<file path="config.mk">
export PLATFORM = sky130hd
export DESIGN_NAME = mmu_translate_flat
export DESIGN_NICKNAME = d
export VERILOG_FILES = /design/src/rtl/mmu_pkg.sv /design/src/rtl/mmu_translate_if.sv /design/src/rtl/mmu_utlb.sv /design/src/rtl/mmu_translate.sv /design/src/flat_wrapper.sv
export SDC_FILE = /design/constraint.sdc
export NUM_CORES = 1
export LEC_CHECK = 0
export BUFFER_PORTS_ARGS = -buffer_cell sky130_fd_sc_hd__buf_4
export CAP_MARGIN = 15
export CORE_ASPECT_RATIO = 1.2
export CORE_MARGIN = 8
export CORE_UTILIZATION = 40
export CTS_BUF_LIST = sky130_fd_sc_hd__clkbuf_16
export CTS_CLUSTER_SIZE = 28
export DETAILED_ROUTE_END_ITERATION = 6
export HOLD_SLACK_MARGIN = 0.03
export PLACE_DENSITY = 0.68
export SETUP_SLACK_MARGIN = 0.2
export SYNTH_ARGS = -nofsm -noshare
export SYNTH_HDL_FRONTEND = slang
export SYNTH_SLANG_ARGS = --single-unit
</file>
<file path="constraint.sdc">
create_clock -name clk -period 2.25 [get_ports clk]
set_input_delay 0.3375 -clock clk [delete_from_list [all_inputs] [get_ports clk]]
set_output_delay 0.3375 -clock clk [all_outputs]
set_load 0.03 [all_outputs]
</file>
<file path="src/rtl/mmu_pkg.sv">
// mmu_pkg: shared types and helpers for the translation sequencer.
// Latency: n/a (types, constants and a pure decode function only).
// Backpressure: n/a.
// Contents: FSM state enum, TLB exception codes, response bundle, segment decode.
package mmu_pkg;

  typedef enum logic [1:0] {
    IDLE,
    LOOKUP,
    RESP
  } mmu_state_t;

  localparam logic [4:0] EXC_MOD  = 5'd1;
  localparam logic [4:0] EXC_TLBL = 5'd2;
  localparam logic [4:0] EXC_TLBS = 5'd3;

  // Everything the response channel carries besides the valid bit.
  typedef struct packed {
    logic [31:0] paddr;
    logic        uncached;
    logic        exc;
    logic [4:0]  exccode;
    logic        refill;
    logic [31:0] badvaddr;
  } mmu_resp_t;

  // kseg0 (100) and kseg1 (101) bypass the TLB; every other segment is mapped.
  function automatic logic is_mapped(input logic [31:0] vaddr);
    logic [2:0] seg;
    seg = 3'(vaddr >> 29);
    return !((seg == 3'b100) || (seg == 3'b101));
  endfunction

endpackage

</file>
<file path="src/rtl/mmu_translate_if.sv">
// mmu_translate_if: request/response/TLB signal bundle for mmu_translate.
// Latency: n/a (wiring only).
// Backpressure: req_valid/req_ready and resp_valid/resp_ready handshakes.
// Ports: master = pipeline + TLB array side, slave = mmu_translate.
interface mmu_translate_if;
  logic        flush;
  logic [7:0]  curr_asid;
  logic        tlb_write;
  logic        req_valid;
  logic        req_ready;
  logic [31:0] req_vaddr;
  logic        req_is_store;
  logic        resp_valid;
  logic        resp_ready;
  logic [31:0] resp_paddr;
  logic        resp_uncached;
  logic        resp_exc;
  logic [4:0]  resp_exccode;
  logic        resp_refill;
  logic [31:0] resp_badvaddr;
  logic [31:0] tlb_vaddr;
  logic [31:0] tlb_paddr;
  logic        tlb_miss;
  logic        tlb_valid;
  logic        tlb_dirty;
  logic        tlb_uncached;

  modport slave (
    input  flush, curr_asid, tlb_write, req_valid, req_vaddr, req_is_store, resp_ready,
    input  tlb_paddr, tlb_miss, tlb_valid, tlb_dirty, tlb_uncached,
    output req_ready, resp_valid, resp_paddr, resp_uncached, resp_exc, resp_exccode,
    output resp_refill, resp_badvaddr, tlb_vaddr
  );

  modport master (
    output flush, curr_asid, tlb_write, req_valid, req_vaddr, req_is_store, resp_ready,
    output tlb_paddr, tlb_miss, tlb_valid, tlb_dirty, tlb_uncached,
    input  req_ready, resp_valid, resp_paddr, resp_uncached, resp_exc, resp_exccode,
    input  resp_refill, resp_badvaddr, tlb_vaddr
  );
endinterface

</file>
<file path="src/rtl/mmu_utlb.sv">
// mmu_utlb: one-entry micro-TLB caching the last fault-free mapped translation.
// Latency: combinational hit/data out; fill and invalidate take effect next cycle.
// Backpressure: none; a store to a clean page reports a miss so it takes the full TLB path.
// Ports: clk, rst; i_asid/i_tlb_write (invalidate sources); i_lkp_* -> o_hit/o_pfn/o_uncached; i_fill_*.
module mmu_utlb (
  input  logic        clk,
  input  logic        rst,
  input  logic [7:0]  i_asid,
  input  logic        i_tlb_write,
  input  logic [19:0] i_lkp_vpn,
  input  logic        i_lkp_store,
  output logic        o_hit,
  output logic [19:0] o_pfn,
  output logic        o_uncached,
  input  logic        i_fill,
  input  logic [19:0] i_fill_vpn,
  input  logic [19:0] i_fill_pfn,
  input  logic        i_fill_uncached,
  input  logic        i_fill_dirty
);
  logic        r_vld;
  logic [19:0] r_vpn;
  logic [19:0] r_pfn;
  logic [7:0]  r_asid;
  logic [7:0]  r_prev_asid;
  logic        r_unc;
  logic        r_dirty;
  logic        w_inval;

  // An ASID change is detected against last cycle's value.
  assign w_inval = i_tlb_write || (i_asid != r_prev_asid);

  always_ff @(posedge clk) begin
    if (rst) begin
      r_vld       <= 1'b0;
      r_vpn       <= '0;
      r_pfn       <= '0;
      r_asid      <= '0;
      r_prev_asid <= '0;
      r_unc       <= 1'b0;
      r_dirty     <= 1'b0;
    end else begin
      r_prev_asid <= i_asid;
      if (w_inval) begin
        r_vld <= 1'b0;              // invalidate beats a same-cycle fill
      end else if (i_fill) begin
        r_vld   <= 1'b1;
        r_vpn   <= i_fill_vpn;
        r_pfn   <= i_fill_pfn;
        r_asid  <= i_asid;
        r_unc   <= i_fill_uncached;
        r_dirty <= i_fill_dirty;
      end
    end
  end

  // Suppress hits in an invalidating cycle so a stale entry never answers.
  assign o_hit = r_vld && !w_inval && (r_vpn == i_lkp_vpn) && (r_asid == i_asid) &&
                 !(i_lkp_store && !r_dirty);
  assign o_pfn      = r_pfn;
  assign o_uncached = r_unc;

endmodule

</file>
<file path="src/rtl/mmu_translate.sv">
// mmu_translate: one-at-a-time virtual-to-physical translation in front of the TLB array.
// Latency: unmapped or micro-TLB hit -> response next cycle; TLB path 2 cycles, +1 per tlb_write cycle.
// Backpressure: req_ready only in IDLE; response held stable until resp_ready; flush aborts.
// Ports: clk, rst (sync, active-high), bus (mmu_translate_if.slave).
// Build option: define MMU_UTLB_EN to add the one-entry micro-TLB (mmu_utlb).
module mmu_translate
  import mmu_pkg::*;
(
  input  logic           clk,
  input  logic           rst,
  mmu_translate_if.slave bus
);
  mmu_state_t  r_state;
  logic [31:0] r_vaddr;
  logic        r_store;
  logic        r_resp_valid;
  mmu_resp_t   r_resp;

  mmu_resp_t   w_tlb_resp;
  mmu_resp_t   w_fast_resp;
  logic        w_fast;
  logic        w_utlb_hit;
  logic [19:0] w_utlb_pfn;
  logic        w_utlb_unc;

`ifdef MMU_UTLB_EN
  logic w_fill;

  // Fill only when a lookup completes without a fault.
  assign w_fill = (r_state == LOOKUP) && !bus.flush && !bus.tlb_write && !w_tlb_resp.exc;

  mmu_utlb u_utlb (
    .clk             (clk),
    .rst             (rst),
    .i_asid          (bus.curr_asid),
    .i_tlb_write     (bus.tlb_write),
    .i_lkp_vpn       (bus.req_vaddr[31:12]),
    .i_lkp_store     (bus.req_is_store),
    .o_hit           (w_utlb_hit),
    .o_pfn           (w_utlb_pfn),
    .o_uncached      (w_utlb_unc),
    .i_fill          (w_fill),
    .i_fill_vpn      (r_vaddr[31:12]),
    .i_fill_pfn      (bus.tlb_paddr[31:12]),
    .i_fill_uncached (bus.tlb_uncached),
    .i_fill_dirty    (bus.tlb_dirty)
  );
`else
  assign w_utlb_hit = 1'b0;
  assign w_utlb_pfn = '0;
  assign w_utlb_unc = 1'b0;
`endif

  // Requests that can be answered straight from the accept cycle.
  assign w_fast = !is_mapped(bus.req_vaddr) || w_utlb_hit;

  always_comb begin
    w_fast_resp = '0;
    if (!is_mapped(bus.req_vaddr)) begin
      w_fast_resp.paddr    = {3'b000, bus.req_vaddr[28:0]};
      w_fast_resp.uncached = bus.req_vaddr[29];   // kseg1
    end else begin
      w_fast_resp.paddr    = {w_utlb_pfn, bus.req_vaddr[11:0]};
      w_fast_resp.uncached = w_utlb_unc;
    end
  end

  // Miss must be tested before valid: the array reports valid=1 on a miss.
  always_comb begin
    w_tlb_resp = '0;
    if (bus.tlb_miss) begin
      w_tlb_resp.exc      = 1'b1;
      w_tlb_resp.refill   = 1'b1;
      w_tlb_resp.exccode  = r_store ? EXC_TLBS : EXC_TLBL;
      w_tlb_resp.badvaddr = r_vaddr;
    end else if (!bus.tlb_valid) begin
      w_tlb_resp.exc      = 1'b1;
      w_tlb_resp.exccode  = r_store ? EXC_TLBS : EXC_TLBL;
      w_tlb_resp.badvaddr = r_vaddr;
    end else if (r_store && !bus.tlb_dirty) begin
      w_tlb_resp.exc      = 1'b1;
      w_tlb_resp.exccode  = EXC_MOD;
      w_tlb_resp.badvaddr = r_vaddr;
    end else begin
      w_tlb_resp.paddr    = bus.tlb_paddr;
      w_tlb_resp.uncached = bus.tlb_uncached;
    end
  end

  always_ff @(posedge clk) begin
    if (rst) begin
      r_state      <= IDLE;
      r_vaddr      <= '0;
      r_store      <= 1'b0;
      r_resp_valid <= 1'b0;
      r_resp       <= '0;
    end else if (bus.flush) begin
      r_state      <= IDLE;
      r_resp_valid <= 1'b0;
    end else begin
      case (r_state)
        IDLE: begin
          if (bus.req_valid) begin
            r_vaddr <= bus.req_vaddr;
            r_store <= bus.req_is_store;
            if (w_fast) begin
              r_resp       <= w_fast_resp;
              r_resp_valid <= 1'b1;
              r_state      <= RESP;
            end else begin
              r_state <= LOOKUP;
            end
          end
        end
        LOOKUP: begin
          // The array is rewritten on a tlb_write edge; sample once it has settled.
          if (!bus.tlb_write) begin
            r_resp       <= w_tlb_resp;
            r_resp_valid <= 1'b1;
            r_state      <= RESP;
          end
        end
        RESP: begin
          if (bus.resp_ready) begin
            r_resp_valid <= 1'b0;
            r_state      <= IDLE;
          end
        end
        default: r_state <= IDLE;
      endcase
    end
  end

  assign bus.req_ready     = (r_state == IDLE);
  assign bus.resp_valid    = r_resp_valid;
  assign bus.resp_paddr    = r_resp.paddr;
  assign bus.resp_uncached = r_resp.uncached;
  assign bus.resp_exc      = r_resp.exc;
  assign bus.resp_exccode  = r_resp.exccode;
  assign bus.resp_refill   = r_resp.refill;
  assign bus.resp_badvaddr = r_resp.badvaddr;
  assign bus.tlb_vaddr     = r_vaddr;

endmodule

</file>
<file path="src/flat_wrapper.sv">
// flat-port wrapper written by rule: the top's interface ports become plain ports
module mmu_translate_flat import mmu_pkg::*;
  (clk, rst, bus_flush, bus_curr_asid, bus_tlb_write, bus_req_valid, bus_req_vaddr, bus_req_is_store, bus_resp_ready, bus_tlb_paddr, bus_tlb_miss, bus_tlb_valid, bus_tlb_dirty, bus_tlb_uncached, bus_req_ready, bus_resp_valid, bus_resp_paddr, bus_resp_uncached, bus_resp_exc, bus_resp_exccode, bus_resp_refill, bus_resp_badvaddr, bus_tlb_vaddr);
  mmu_translate_if bus_i ();
  input  logic clk;
  input  logic rst;
  input wire logic [$bits(bus_i.flush)-1:0] bus_flush;
  input wire logic [$bits(bus_i.curr_asid)-1:0] bus_curr_asid;
  input wire logic [$bits(bus_i.tlb_write)-1:0] bus_tlb_write;
  input wire logic [$bits(bus_i.req_valid)-1:0] bus_req_valid;
  input wire logic [$bits(bus_i.req_vaddr)-1:0] bus_req_vaddr;
  input wire logic [$bits(bus_i.req_is_store)-1:0] bus_req_is_store;
  input wire logic [$bits(bus_i.resp_ready)-1:0] bus_resp_ready;
  input wire logic [$bits(bus_i.tlb_paddr)-1:0] bus_tlb_paddr;
  input wire logic [$bits(bus_i.tlb_miss)-1:0] bus_tlb_miss;
  input wire logic [$bits(bus_i.tlb_valid)-1:0] bus_tlb_valid;
  input wire logic [$bits(bus_i.tlb_dirty)-1:0] bus_tlb_dirty;
  input wire logic [$bits(bus_i.tlb_uncached)-1:0] bus_tlb_uncached;
  output wire logic [$bits(bus_i.req_ready)-1:0] bus_req_ready;
  output wire logic [$bits(bus_i.resp_valid)-1:0] bus_resp_valid;
  output wire logic [$bits(bus_i.resp_paddr)-1:0] bus_resp_paddr;
  output wire logic [$bits(bus_i.resp_uncached)-1:0] bus_resp_uncached;
  output wire logic [$bits(bus_i.resp_exc)-1:0] bus_resp_exc;
  output wire logic [$bits(bus_i.resp_exccode)-1:0] bus_resp_exccode;
  output wire logic [$bits(bus_i.resp_refill)-1:0] bus_resp_refill;
  output wire logic [$bits(bus_i.resp_badvaddr)-1:0] bus_resp_badvaddr;
  output wire logic [$bits(bus_i.tlb_vaddr)-1:0] bus_tlb_vaddr;
  assign bus_i.flush = bus_flush;
  assign bus_i.curr_asid = bus_curr_asid;
  assign bus_i.tlb_write = bus_tlb_write;
  assign bus_i.req_valid = bus_req_valid;
  assign bus_i.req_vaddr = bus_req_vaddr;
  assign bus_i.req_is_store = bus_req_is_store;
  assign bus_i.resp_ready = bus_resp_ready;
  assign bus_i.tlb_paddr = bus_tlb_paddr;
  assign bus_i.tlb_miss = bus_tlb_miss;
  assign bus_i.tlb_valid = bus_tlb_valid;
  assign bus_i.tlb_dirty = bus_tlb_dirty;
  assign bus_i.tlb_uncached = bus_tlb_uncached;
  assign bus_req_ready = bus_i.req_ready;
  assign bus_resp_valid = bus_i.resp_valid;
  assign bus_resp_paddr = bus_i.resp_paddr;
  assign bus_resp_uncached = bus_i.resp_uncached;
  assign bus_resp_exc = bus_i.resp_exc;
  assign bus_resp_exccode = bus_i.resp_exccode;
  assign bus_resp_refill = bus_i.resp_refill;
  assign bus_resp_badvaddr = bus_i.resp_badvaddr;
  assign bus_tlb_vaddr = bus_i.tlb_vaddr;
  mmu_translate u_core (.clk(clk), .rst(rst), .bus(bus_i));
endmodule
</file>
==> summary.md <==
| Metric | Value |
|---|---|
| Share of async-settable or async-resettable flops after synthesis | `0%` |
| Unrepaired setup endpoints after global routing | `false` |
| Data arrival time of the critical path | `2.11 ns` |
| Clock sink count | `105` |
| Total standard cell area after synthesis | `4750 sq um` |
| Synthesized-area fraction occupied by ao, oa, aoi and oai cells | `23.4%` |
| Final Max Tran Viols | `0` |
| Share of cells above drive strength 1 | `36.5%` |
| Cells after DPL | `825` |
| Primary flip-flop cell chosen by synthesis mapping | `sky130_fd_sc_hd__dfxtp_1` |
| Clock transition at the register clock pins on the worst setup and hold paths after CTS | `0.07 ns` |
| Class of the tightest hold or removal check | `input port to register` |
| Core utilization of the finished layout | `56.1%` |
| Part of the power in the clock network | `36.0%` |
| Routed wirelength normalized by instance count | `19.8 microns` |
| Width of the die | `115 microns` |
| Number of placement rows | `43` |
| Final hold vios | `0` |
| Largest buffer count on any clock path | `2` |
| Final Skew | `0.00662 ns` |
| Number of input and output port buffers inserted | `177` |
| Antenna viol nets, final | `0` |
| Post-detail-place hpwl | `12200 microns` |
| Die area | `15600 sq um` |
| Top cells by area, synth | `sky130_fd_sc_hd__dfxtp_1 (44%), sky130_fd_sc_hd__nand2_1 (7.9%), sky130_fd_sc_hd__a32o_2 (6.9%)` |
| Final net count | `762` |
| Sequential share of power | `47.7%` |
| Top Ports | `189` |
| Worst slew slack as a fraction of its limit | `49.5%` |
| Number of vias per cell after detailed routing | `5.59` |
| Sequential fraction of the synthesis area | `44.3%` |
| Hold-fix buffers at CTS | `0` |
| Type of destination of the critical path | `register` |
| Most numerous cell types in the synthesized netlist | `sky130_fd_sc_hd__dfxtp_1 (105), sky130_fd_sc_hd__nand2_1 (100), sky130_fd_sc_hd__clkbuf_1 (48), sky130_fd_sc_hd__nor2b_1 (39), sky130_fd_sc_hd__a21oi_1 (33)` |
| Timing-limited maximum frequency | `539 MHz` |
| Antenna diode instance count | `0` |
| Switching Share | `28.3%` |
| Core area | `11600 sq um` |
| Detailed Routing Iterations Pass 1 | `4` |
| DRC viols | `0` |
| Status | `completed` |
| Critical Path Source Type | `register` |
| Transition time at the pin with the least slew margin | `0.754 ns` |
| Setup fix buffers added after clock tree synthesis | `0` |
| Cell taking the most area after synthesis | `sky130_fd_sc_hd__dfxtp_1` |
| Most used standard cell by instance count after synthesis | `sky130_fd_sc_hd__dfxtp_1` |
| Resize count post-CTS | `0` |
| Via count of the first global-routing pass | `4718` |
| Register bit count reported by yosys | `105` |
| Logic gate share of total power | `16.3%` |
| Fin crit period | `1.85 ns` |
| Power density over the cells | `635 nW/um^2` |
| Number of levels the H-tree was split into | `3` |
| Global placement routability congestion | `0.852` |
| Worst Path Max Fanout | `32` |
| Fraction of the mapped netlist area in simple logic gates | `24.6%` |
| Die Height | `135 microns` |
| Synthesis Warnings | `0` |
| Number of buffers created by CTS | `9` |
| Syn-to-layout area delta | `36.6%` |
| Global route overflow | `0` |
| Combinational family with the most area after synthesis | `simple AND/OR/NAND/NOR gates` |
| Antenna violations before repair | `0` |
| Switching Power | `0.00117 W` |
| Synthesized area divided by synthesized cell count | `8.93 sq um` |
| Drt total wl | `16600 microns` |
| Global-route usage over all layers | `20.8%` |
| Type of the worst setup path | `register to register` |
| Via total after detailed routing | `4700` |
| Unique masters post-synth | `41` |
| Peak ir drop on the vdd network | `0.355 mV` |
| Number of max-cap violations | `0` |
| Internal power | `0.00295 W` |
| Worst path required time | `2.51 ns` |
| Clock latency on the worst-skew pair | `0.34 ns` |
| Starting DRT DRC Count | `251` |
| Multiplexer share of the synthesized area | `1.32%` |
| Synthesized-area fraction occupied by xor and xnor cells | `0%` |
| Share of the synthesized area in the top cell type | `44.3%` |
| Post-synthesis share of cell area spent on full adders, half adders and majority gates | `0%` |
| CTS tree | `yes` |
| Final number of setup-violating endpoints | `0` |
| Maximum number of pins on one net before global-route repair | `71` |
| Number of standard cells in the layout, taps in and fillers out | `841` |
| First-pass GRT wire length | `25500 microns` |
| Period utilization | `82.4%` |
| TNS Setup | `0 ns` |
| Initial cell density of the core | `41.1%` |
| Number of enable flip-flop cells after synthesis | `0` |
| Static leakage | `2.92 nW` |
| Instance count of the mapped netlist | `532` |
| Root buffer cell | `sky130_fd_sc_hd__clkbuf_16` |
[metrics by stage]
stage	instance area, sq um	setup slack (ns)	total power, W	hold slack (ns)
after floorplan	4760	0.643	0.00237	0.416
after global placement	6210	0.420	0.00267	0.450
after detailed placement	6210	0.362	0.00268	0.461
after CTS	6490	0.404	0.00417	0.212
after global routing	6490	0.294	0.00428	0.229
final	6490	0.396	0.00412	0.221
[path summary, 6_finish.rpt]
check / to / slack (ns) / startpoint / cells past startpoint
worst min-delay path: u_core.bus.resp_valid / 0.22 / bus_flush / 2
worst min register to register: u_core.bus.resp_paddr[31] / 0.47 / u_core.bus.resp_paddr[31] / 2
worst max-delay path: u_core.bus.resp_paddr[8] / 0.40 / u_core.r_state[1] / 5
worst max register to register: u_core.bus.resp_paddr[8] / 0.40 / u_core.r_state[1] / 5
[critical path: stages, from the launching register on]
cell,delay (ns)
sky130_fd_sc_hd__dfxtp_1,0.40
sky130_fd_sc_hd__or2_2,0.34
sky130_fd_sc_hd__buf_4,0.25
sky130_fd_sc_hd__a211o_1,0.30
sky130_fd_sc_hd__buf_4,0.24
sky130_fd_sc_hd__o211ai_1,0.24
[logic make-up (layout without fill, tap and decap cells)]
group,count (synthesis),after routing
flops,105,105
compound gates,136,136
simple gates,217,217
mux,6,6
other cells,1,3
buf+inv,67,217
[power by group through the flow]
stage | Clock (W) | Combinational, W | Sequential, W
after floorplan | 0 | 0.000251 | 0.00212
after global placement | 0 | 0.000666 | 0.00201
after detailed placement | 0 | 0.000675 | 0.00201
after CTS | 0.00153 | 0.000677 | 0.00196
after global routing | 0.00159 | 0.000719 | 0.00197
final | 0.00148 | 0.000673 | 0.00196
[cell type report]
class | instances | area [sq um]
clock buffers | 9 | 225
repair buffers | 197 | 1530
fillers | 1062 | 5080
well taps | 157 | 196
clock inverters | 7 | 53.8
flip-flops and latches | 105 | 2100
multi-input cells | 362 | 2360
inverters | 4 | 15.0
[flip-flops by register name, indices dropped and copies added (netlist names)]
register,flops
u_core.r_state,2
u_core.bus.resp_refill,1
u_core.bus.resp_exccode,2
u_core.bus.resp_badvaddr,32
u_core.bus.resp_paddr,32
u_core.bus.resp_exc,1
u_core.r_store,1
u_core.bus.resp_uncached,1
u_core.bus.tlb_vaddr,32
u_core.bus.resp_valid,1
[per-layer routing]
metal  vias to the layer above  track usage [%]  wire [microns]
li1                       2226                -               -
met1                      2228             23.7            6580
met2                       219             34.9            7930
met3                        27             5.75            1510
met4                         0             10.4             585
met5                         -                0               0
[cells in the final DEF (no fill, tap or decap), types with 3 or more instances in the layout]
cell type and n:
sky130_fd_sc_hd__nand2_1 100, sky130_fd_sc_hd__conb_1 3, sky130_fd_sc_hd__buf_4 193, sky130_fd_sc_hd__a32oi_1 30
sky130_fd_sc_hd__a32o_2 29, sky130_fd_sc_hd__inv_1 5, sky130_fd_sc_hd__buf_12 4, sky130_fd_sc_hd__nand4_1 3
sky130_fd_sc_hd__nand2b_1 4, sky130_fd_sc_hd__o211ai_1 30, sky130_fd_sc_hd__clkbuf_16 9, sky130_fd_sc_hd__a21oi_1 33
sky130_fd_sc_hd__nor2b_1 38, sky130_fd_sc_hd__and3b_1 28, sky130_fd_sc_hd__mux2i_1 4, sky130_fd_sc_hd__dfxtp_1 105
sky130_fd_sc_hd__a32o_1 3, sky130_fd_sc_hd__nand3_1 31
(Power assumes the default switching activity.)
